===== config.mk =====
export PLATFORM = sky130hd
export DESIGN_NAME = led_pattern_engine_flat
export DESIGN_NICKNAME = d
export VERILOG_FILES = /design/src/rtl/led_pattern_engine_if.sv /design/src/rtl/led_pattern_engine.sv /design/src/flat_wrapper.sv
export SDC_FILE = /design/constraint.sdc
export NUM_CORES = 1
export LEC_CHECK = 0
export CAP_MARGIN = 20
export CORE_ASPECT_RATIO = 0.6
export CORE_MARGIN = 3
export CORE_UTILIZATION = 32
export DETAILED_ROUTE_END_ITERATION = 8
export PLACE_DENSITY = 0.64
export SYNTH_ARGS = -nofsm -noshare
export SYNTH_HDL_FRONTEND = slang
export SYNTH_SLANG_ARGS = --single-unit

===== constraint.sdc =====
create_clock -name ck -period 2.7 [get_ports ck]
set_clock_uncertainty 0.2 [all_clocks]
set_input_delay 0.54 -clock ck [delete_from_list [all_inputs] [get_ports ck]]
set_output_delay 0.54 -clock ck [all_outputs]
set_load 0.01 [all_outputs]

===== src/rtl/led_pattern_engine_if.sv =====
// Board-side control and LED drive bundle for led_pattern_engine.
// The master drives mode/enable; the slave (engine) drives the LED bank and status pulses.
interface led_pattern_engine_if #(
   parameter int unsigned N = 8
);
   logic         en;
   logic [1:0]   mode;
   logic [N-1:0] led;
   logic         step;
   logic         wrap;

   modport master (output en, mode, input led, step, wrap);
   modport slave  (input en, mode, output led, step, wrap);
endinterface


===== src/rtl/led_pattern_engine.sv =====
// N-LED sequencer: chase, fill bar and bounce animations advanced once per DIV enabled clocks.
// Every mode change passes through one blank step before the new pattern starts.
module led_pattern_engine #(
   parameter int unsigned N   = 8,
   parameter int unsigned DIV = 1
) (
   input logic                 ck,
   input logic                 rs,
   led_pattern_engine_if.slave bus
);
   localparam int unsigned   CW       = (DIV > 1) ? $clog2(DIV) : 1;
   localparam int unsigned   PW       = $clog2(N);
   localparam logic [CW-1:0] CNT_LAST = CW'(DIV - 1);
   localparam logic [PW-1:0] POS_LAST = PW'(N - 1);

   typedef enum logic {BLANK, RUN} state_t;
   typedef enum logic [1:0] {M_OFF = 2'b00, M_CHASE = 2'b01, M_FILL = 2'b10, M_BOUNCE = 2'b11} mode_t;

   state_t        state, nxt_state;
   mode_t         cur_mode, nxt_mode, req;
   logic [PW-1:0] pos, nxt_pos;
   logic          dir, nxt_dir;
   logic          nxt_step, nxt_wrap;
   logic [CW-1:0] cnt;
   logic          tick;

   function automatic logic [N-1:0] decode(state_t s, mode_t m, logic [PW-1:0] p);
      logic [N-1:0] one;
      one    = {{(N-1){1'b0}}, 1'b1};
      decode = '0;
      if (s == RUN) begin
         case (m)
            M_CHASE, M_BOUNCE: decode = one << p;
            // shifting past the top bit yields 0, so the subtraction gives all ones at p = N-1
            M_FILL:            decode = ((one << p) << 1) - one;
            default:           decode = '0;
         endcase
      end
   endfunction

   assign tick = bus.en && (cnt == CNT_LAST);
   assign req  = mode_t'(bus.mode);

   always_comb begin
      nxt_state = state;
      nxt_mode  = cur_mode;
      nxt_pos   = pos;
      nxt_dir   = dir;
      nxt_step  = 1'b1;
      nxt_wrap  = 1'b0;
      if (state == BLANK) begin
         if (req == M_OFF) begin
            nxt_step = 1'b0;
         end else begin
            nxt_state = RUN;
            nxt_mode  = req;
            nxt_dir   = 1'b0;
            nxt_pos   = (req == M_FILL) ? '0 : POS_LAST;
         end
      end else if (req != cur_mode) begin
         nxt_state = BLANK;
      end else begin
         case (cur_mode)
            M_CHASE: begin
               nxt_pos  = (pos == '0) ? POS_LAST : pos - PW'(1);
               nxt_wrap = (pos == '0);
            end
            M_FILL: begin
               nxt_pos  = (pos == POS_LAST) ? '0 : pos + PW'(1);
               nxt_wrap = (pos == POS_LAST);
            end
            M_BOUNCE: begin
               if (!dir) begin
                  if (pos == '0) begin
                     nxt_dir = 1'b1;
                     nxt_pos = PW'(1);
                  end else begin
                     nxt_pos = pos - PW'(1);
                  end
               end else begin
                  if (pos == POS_LAST) begin
                     nxt_dir = 1'b0;
                     nxt_pos = POS_LAST - PW'(1);
                  end else begin
                     nxt_pos = pos + PW'(1);
                  end
               end
               nxt_wrap = (nxt_pos == POS_LAST);
            end
            default: nxt_step = 1'b1;
         endcase
      end
   end

   always_ff @(posedge ck) begin
      if (!rs) begin
         cnt      <= '0;
         state    <= BLANK;
         cur_mode <= M_OFF;
         pos      <= '0;
         dir      <= 1'b0;
         bus.led  <= '0;
         bus.step <= 1'b0;
         bus.wrap <= 1'b0;
      end else begin
         bus.step <= 1'b0;
         bus.wrap <= 1'b0;
         if (bus.en) begin
            cnt <= (cnt == CNT_LAST) ? '0 : cnt + CW'(1);
         end
         if (tick) begin
            state    <= nxt_state;
            cur_mode <= nxt_mode;
            pos      <= nxt_pos;
            dir      <= nxt_dir;
            bus.led  <= decode(nxt_state, nxt_mode, nxt_pos);
            bus.step <= nxt_step;
            bus.wrap <= nxt_wrap;
         end
      end
   end
endmodule


===== src/flat_wrapper.sv =====
// flat-port wrapper written by rule: the top's interface ports become plain ports
module led_pattern_engine_flat 
#(
   parameter int unsigned N   = 8,
   parameter int unsigned DIV = 1
)
  (ck, rs, bus_en, bus_mode, bus_led, bus_step, bus_wrap);
  led_pattern_engine_if #(.N(N)) bus_i ();
  input logic ck;
  input logic rs;
  input wire logic [$bits(bus_i.en)-1:0] bus_en;
  input wire logic [$bits(bus_i.mode)-1:0] bus_mode;
  output wire logic [$bits(bus_i.led)-1:0] bus_led;
  output wire logic [$bits(bus_i.step)-1:0] bus_step;
  output wire logic [$bits(bus_i.wrap)-1:0] bus_wrap;
  assign bus_i.en = bus_en;
  assign bus_i.mode = bus_mode;
  assign bus_led = bus_i.led;
  assign bus_step = bus_i.step;
  assign bus_wrap = bus_i.wrap;
  led_pattern_engine #(.N(N), .DIV(DIV)) u_core (.ck(ck), .rs(rs), .bus(bus_i));
endmodule

# Yosys cells after proc, flatten, opt, wreduce, memory -nomap -nowiden
# Cells that the tools add are included.
[word_totals]
reg_bits = 18
in_bits = 5
elab_cells = 67
[op_classes]
bitwise = 4
n_eq_ne = 13
reduce_logical = 7
add_sub_neg = 4
shifts = 1
mux = 30
[ops]
columns = ["op", "n"]
rows = [
  ["$mux W3", 12],
  ["$pmux W8 S2", 1],
  ["$mux W1", 12],
  ["$eq A2 B2 Y1 const B", 5],
  ["$pmux W3 S3", 1],
  ["$mux W8", 1],
  ["$shl A1 B3 Y8 const A", 1],
  ["$sub A8 B1 Y8 const B", 1],
  ["$eq A3 B3 Y1 const B", 2],
  ["$eq A2 B1 Y1 const B", 2],
  ["$mux W2", 2],
  ["$ne A2 B2 Y1 const B", 2],
  ["$not A1 Y1", 4],
  ["$reduce_and A4 Y1", 1],
  ["$reduce_or A4 Y1", 1],
  ["$add A3 B1 Y3 const B", 1],
  ["$logic_not A3 Y1", 1],
  ["$pmux W1 S3", 1],
  ["$sub A3 B1 Y3 const B", 1],
  ["$logic_not A2 Y1", 1],
  ["$ne A2 B1 Y1 const B", 1],
  ["$ne A2 B2 Y1", 1],
  ["$reduce_and A2 Y1", 1],
  ["$reduce_or A2 Y1", 1],
  ["other kinds (2)", 2],
]

# Longest topological paths before layout
[depth]
ltp_word = 13
ltp_mapped = 15

# Worst setup path after synthesis
# Ideal clock, no wire load.
[synth_timing]
kind = "flip-flop to flip-flop"
startpoint = "register u_core.pos[0]"
endpoint = "register u_core.bus.led[5]"
path_slack_ns = -0.220
setup_ns = 0.123
required_ns = 2.377
stages_incl_launch_ff = 13
t_arrival_ns = 2.597
path_cell_list = "dfxtp_1 -> inv_1 -> ha_1 -> or2_1 -> a21o_1 -> a21oi_1 -> a32oi_4 -> or3_1 -> ha_1 -> and2_1 -> and2_1 -> a311oi_1 -> o21ai_1"
[synth_between]
elab_chain_len = 13
elab_cells_between_ends = 20
[synth_lines]
columns = ["item", "line_no", "text"]
rows = [
  ["start: declaration", "led_pattern_engine.sv:21", "logic [PW-1:0] pos, nxt_pos;"],
  ["start signal: assignment", "led_pattern_engine.sv:114", "pos <= nxt_pos;"],
  ["$sub A3 B1 Y3 (tied with other cells)", "led_pattern_engine.sv:65, led_pattern_engine.sv:78", ""],
  ["$mux W3, on equally long branches", "led_pattern_engine.sv:74, led_pattern_engine.sv:81", ""],
  ["$mux W3", "led_pattern_engine.sv:73", "if (!dir) begin"],
  ["$mux W3", "led_pattern_engine.sv:63", "case (cur_mode)"],
  ["$mux W3", "led_pattern_engine.sv:60", "end else if (req != cur_mode) begin"],
  ["$mux W3", "led_pattern_engine.sv:51", "if (state == BLANK) begin"],
  ["$pmux W3 S3", "led_pattern_engine.sv:63", ""],
  ["$mux W3", "led_pattern_engine.sv:60", ""],
  ["$mux W3 *", "led_pattern_engine.sv:51", ""],
  ["$shl A1 B3 Y8 *", "led_pattern_engine.sv:33", "M_CHASE, M_BOUNCE: decode = one << p;"],
  ["$sub A8 B1 Y8", "led_pattern_engine.sv:35", "M_FILL: decode = ((one << p) << 1) - one;"],
  ["$pmux W8 S2 *", "led_pattern_engine.sv:32", "case (m)"],
  ["$mux W8 *", "led_pattern_engine.sv:31", "if (s == RUN) begin"],
  ["end signal: assignment", "led_pattern_engine.sv:116", "bus.led <= decode(nxt_state, nxt_mode, nxt_pos);"],
  ["end: declaration", "led_pattern_engine_if.sv:13", "modport slave (input en, mode, output led, step, wrap);"],
]
# Mark *: on every way between the ends. The rest lies on a longest branch, timed or not. The select of a mux whose other input is x is not followed.
# A chain may end at the register's enable or synchronous reset.

# Worst setup path in the final report
[layout_timing]
startpoint = "register u_core.pos[1]"
endpoint = "register u_core.bus.led[5]"
# Same word-level chain as after synthesis.

==> flow_summary.json <==
{
  "nets": 227,
  "worst_path_largest_cell_delay_ps": 390,
  "critPathKind": "reg -> reg",
  "dieArea_mm2": 0.00497,
  "rsz0062_at_grt": "true",
  "hold_violations": 0,
  "first_pass_iters": 4,
  "num-fill-cells": 353,
  "post-place-ws_ps": -631,
  "async_flop_share_pct": 0,
  "synth_top_area_share_pct": 25.7,
  "via_per_inst": 5.12,
  "setup_ws_ps": -173,
  "maxCapViolCount": 0,
  "finalNonFillerCells": 262,
  "cts_buffers": 3,
  "synth_top_area_cell": "dfxtp_1",
  "io_pins": 15,
  "grt_overflow_total": 0,
  "drcViolationCount": 0,
  "path_delay_family": "compound AO/OA/AOI/OAI gates",
  "synth_edf_count": 0,
  "grt_pass1_vias": 1219,
  "grt_first_pass_wirelength_um": 6470,
  "max_slew_margin_pct": 63.6,
  "grt_max_degree": 17,
  "syn_avg_cell_area_um2": 8.11,
  "setup_tns_ps": -376,
  "cts_htree_levels": 1,
  "fin_crit_sh_pct": 106,
  "cts_tree": "built",
  "setup_viol": 3,
  "p_sw_w": 0.000269,
  "cp.arrival_ps": 2820,
  "cellLeakagePower_nw": 0.769,
  "clk_pin_slew_ps": 70,
  "hpwlAfterDp_um": 2800,
  "outcome": "complete, but fails checks",
  "drt_wl_total_um": 3890,
  "drtAntennaViolNets": 0,
  "cp-startpoint": "u_core.pos[1]",
  "holdCritStartpoint": "u_core.bus.led[5]",
  "critPathSlowestCell": "o32a_1",
  "grt_usage_pct": 16.8,
  "clkSinkCount": 17,
  "switching_share_pct": 32.7,
  "multi_input_area_mm2": 0.00104,
  "die_w_um": 89.0,
  "ys_top_cells_by_area": "dfxtp_1 (26%), nor2b_1 (7.1%), ha_1 (5.7%), nand2_1 (5.1%), a32oi_4 (4.2%)",
  "vias": 1341,
  "synth_area_mm2": 0.00132,
  "path_cells": "inv_4 > ha_4 > nor3b_1 > o31ai_2 > nor2_1 > o32a_1 > or3_4 > ha_4 > and2_4 > and2_4 > a311oi_2 > o21ai_1",
  "syn_to_final_growth_pct": 50.0,
  "root_buffer": "clkbuf_8",
  "rows": 17,
  "path_max_fanout": 4,
  "synth-seq-cells": 17,
  "ir_drop_mv": 0.209,
  "die_h_um": 55.8,
  "yosysUniqueCellTypes": 51,
  "p_clk_share_pct": 23.2,
  "hp-class": "reg -> reg",
  "core-area_mm2": 0.00381,
  "antenna_found_initial": 0,
  "diodes": 0,
  "report.final.slew_viol_count": 0,
  "drive_above_1_share_pct": 36.7,
  "drt_iter0_drc": 99,
  "cp.required_ps": 2640,
  "place_congestion": 0.912,
  "end_kind": "flip-flop",
  "netlist_instances": 163,
  "violations": "setup timing",
  "pwr-share-comb_pct": 42.6,
  "initial_utilization_pct": 34.7,
  "clock_path_buffers": 2,
  "clk_latency_ps": 250,
  "maxClockFrequency_mhz": 348,
  "crit_path_start_kind": "flip-flop",
  "worst-path-buf-inv": 1,
  "seqPwrFrac_pct": 34.2,
  "min_period_ps": 2870,
  "place_inst": 251,
  "finalPower_w": 0.000822,
  "synthFlopType": "dfxtp_1",
  "synth_seq_area_share_pct": 25.7,
  "seq_area_um2": 348,
  "syn-num-nets": 174,
  "worstMarginPinSlew_ps": 544,
  "p_int_w": 0.000553,
  "wl_per_cell_um": 14.8,
  "r2r_start": "u_core.pos[1]",
  "yosysWarnings": 0,
  "cellPowerDensity_mw_per_mm2": 415,
  "port-buffer-count": 14
}
-- synthesized netlist by cell type, drive strengths merged (4+ instances only) --
master and count:
buf 4, ha 6, nor2b 15, nor3 5, and2 4, a22o 4
nand2 18, o21ai 11, a21oi 11, dfxtp 17, nor2 11, inv 7
clkbuf 4
-- state kept, by name, summed over array words and instances, names as in the netlist --
signal and flops:
u_core.state 1, u_core.pos 3, u_core.bus.step 1, u_core.cur_mode 2, u_core.bus.wrap 1, u_core.dir 1, u_core.bus.led 8
-- layer usage --
| metal | vias to the layer above | track usage, % | part of all wire (%) |
|---|---|---|---|
| li1 | 690 | - | - |
| met1 | 599 | 29.0 | 56 |
| met2 | 48 | 19.8 | 36 |
| met3 | 4 | 4.14 | 6.9 |
| met4 | 0 | 2.97 | 0.87 |
| met5 | - | 0 | 0 |
-- power groups by stage --
stage,combinational [W],clock (W),sequential [W]
floorplan,0.000177,0,0.000285
global placement,0.000290,0,0.000285
detailed placement,0.000290,0,0.000285
CTS,0.000330,0.000204,0.000281
global route,0.000379,0.000216,0.000283
finish,0.000350,0.000191,0.000281
-- layout by cell type (no fill, tap or decap), types with 4 or more instances in the layout --
master           netlist  routed
nor3_1                 4       4
buf_4                  0      39
o21ai_0                8       7
clkdlybuf4s50_1        0      12
a22o_1                 4       4
ha_4                   0       5
a21oi_1               10       9
nand2_1               18      17
nor2b_1               15      14
dfxtp_1               17      15
inv_1                  7       4
nor2_1                10       7
-- logic make-up (layout without fill, tap and decap cells) --
group,after synthesis,count (layout),synth area share (%)
AOI/OAI and AO/OA,49,49,29.4
xor gates and xnor gates,4,4,2.65
adders and majority gates,6,6,5.68
buffers and inverters,15,67,6.05
DFF,17,17,25.7
muxes,3,3,2.27
and+or+nand+nor,69,69,28.2
-- repair_timing --
| item | in CTS | in global routing |
|---|---|---|
| pin swaps | 14 | 7 |
| buffers inserted | 6 | 1 |
| gates resized for setup | 24 | 6 |
| endpoints found under the setup margin | 4 | 4 |
| hold buffers | 0 | 0 |
-- worst min-delay path, stage by stage, from the launching register on --
cell	delay, ps
dfxtp_1	310
nand3_1	70
o21ai_1	50
-- final cells by class --
| class | instances | share of cell area [%] |
|---|---|---|
| timing repair buffer | 56 | 23.4 |
| multi-input combinational | 131 | 52.2 |
| clock buffer | 4 | 2.27 |
| tap | 47 | 2.97 |
| inverter | 7 | 1.58 |
| sequential | 17 | 17.5 |
-- through the flow --
stage / hold WS (ps) / instance area (um2) / utilization, %
3_3_place_gp: 268 / 1770 / 46.4
4_1_cts: 282 / 1950 / 51.2
2_1_floorplan: 295 / 1360 / -
6_report: 277 / 1980 / 52.1
5_1_grt: 300 / 1980 / 52.1
3_5_place_dp: 271 / 1770 / 46.4
-- worst paths after layout --
check	depth (start not counted)	end	slack [ps]
hold / removal	2	u_core.bus.led[5]	280
setup reg to reg	12	u_core.bus.led[5]	-170
setup / recovery	12	u_core.bus.led[5]	-170
hold reg to reg	2	u_core.bus.led[5]	280
Note: power is estimated with default switching activity, not from simulation.
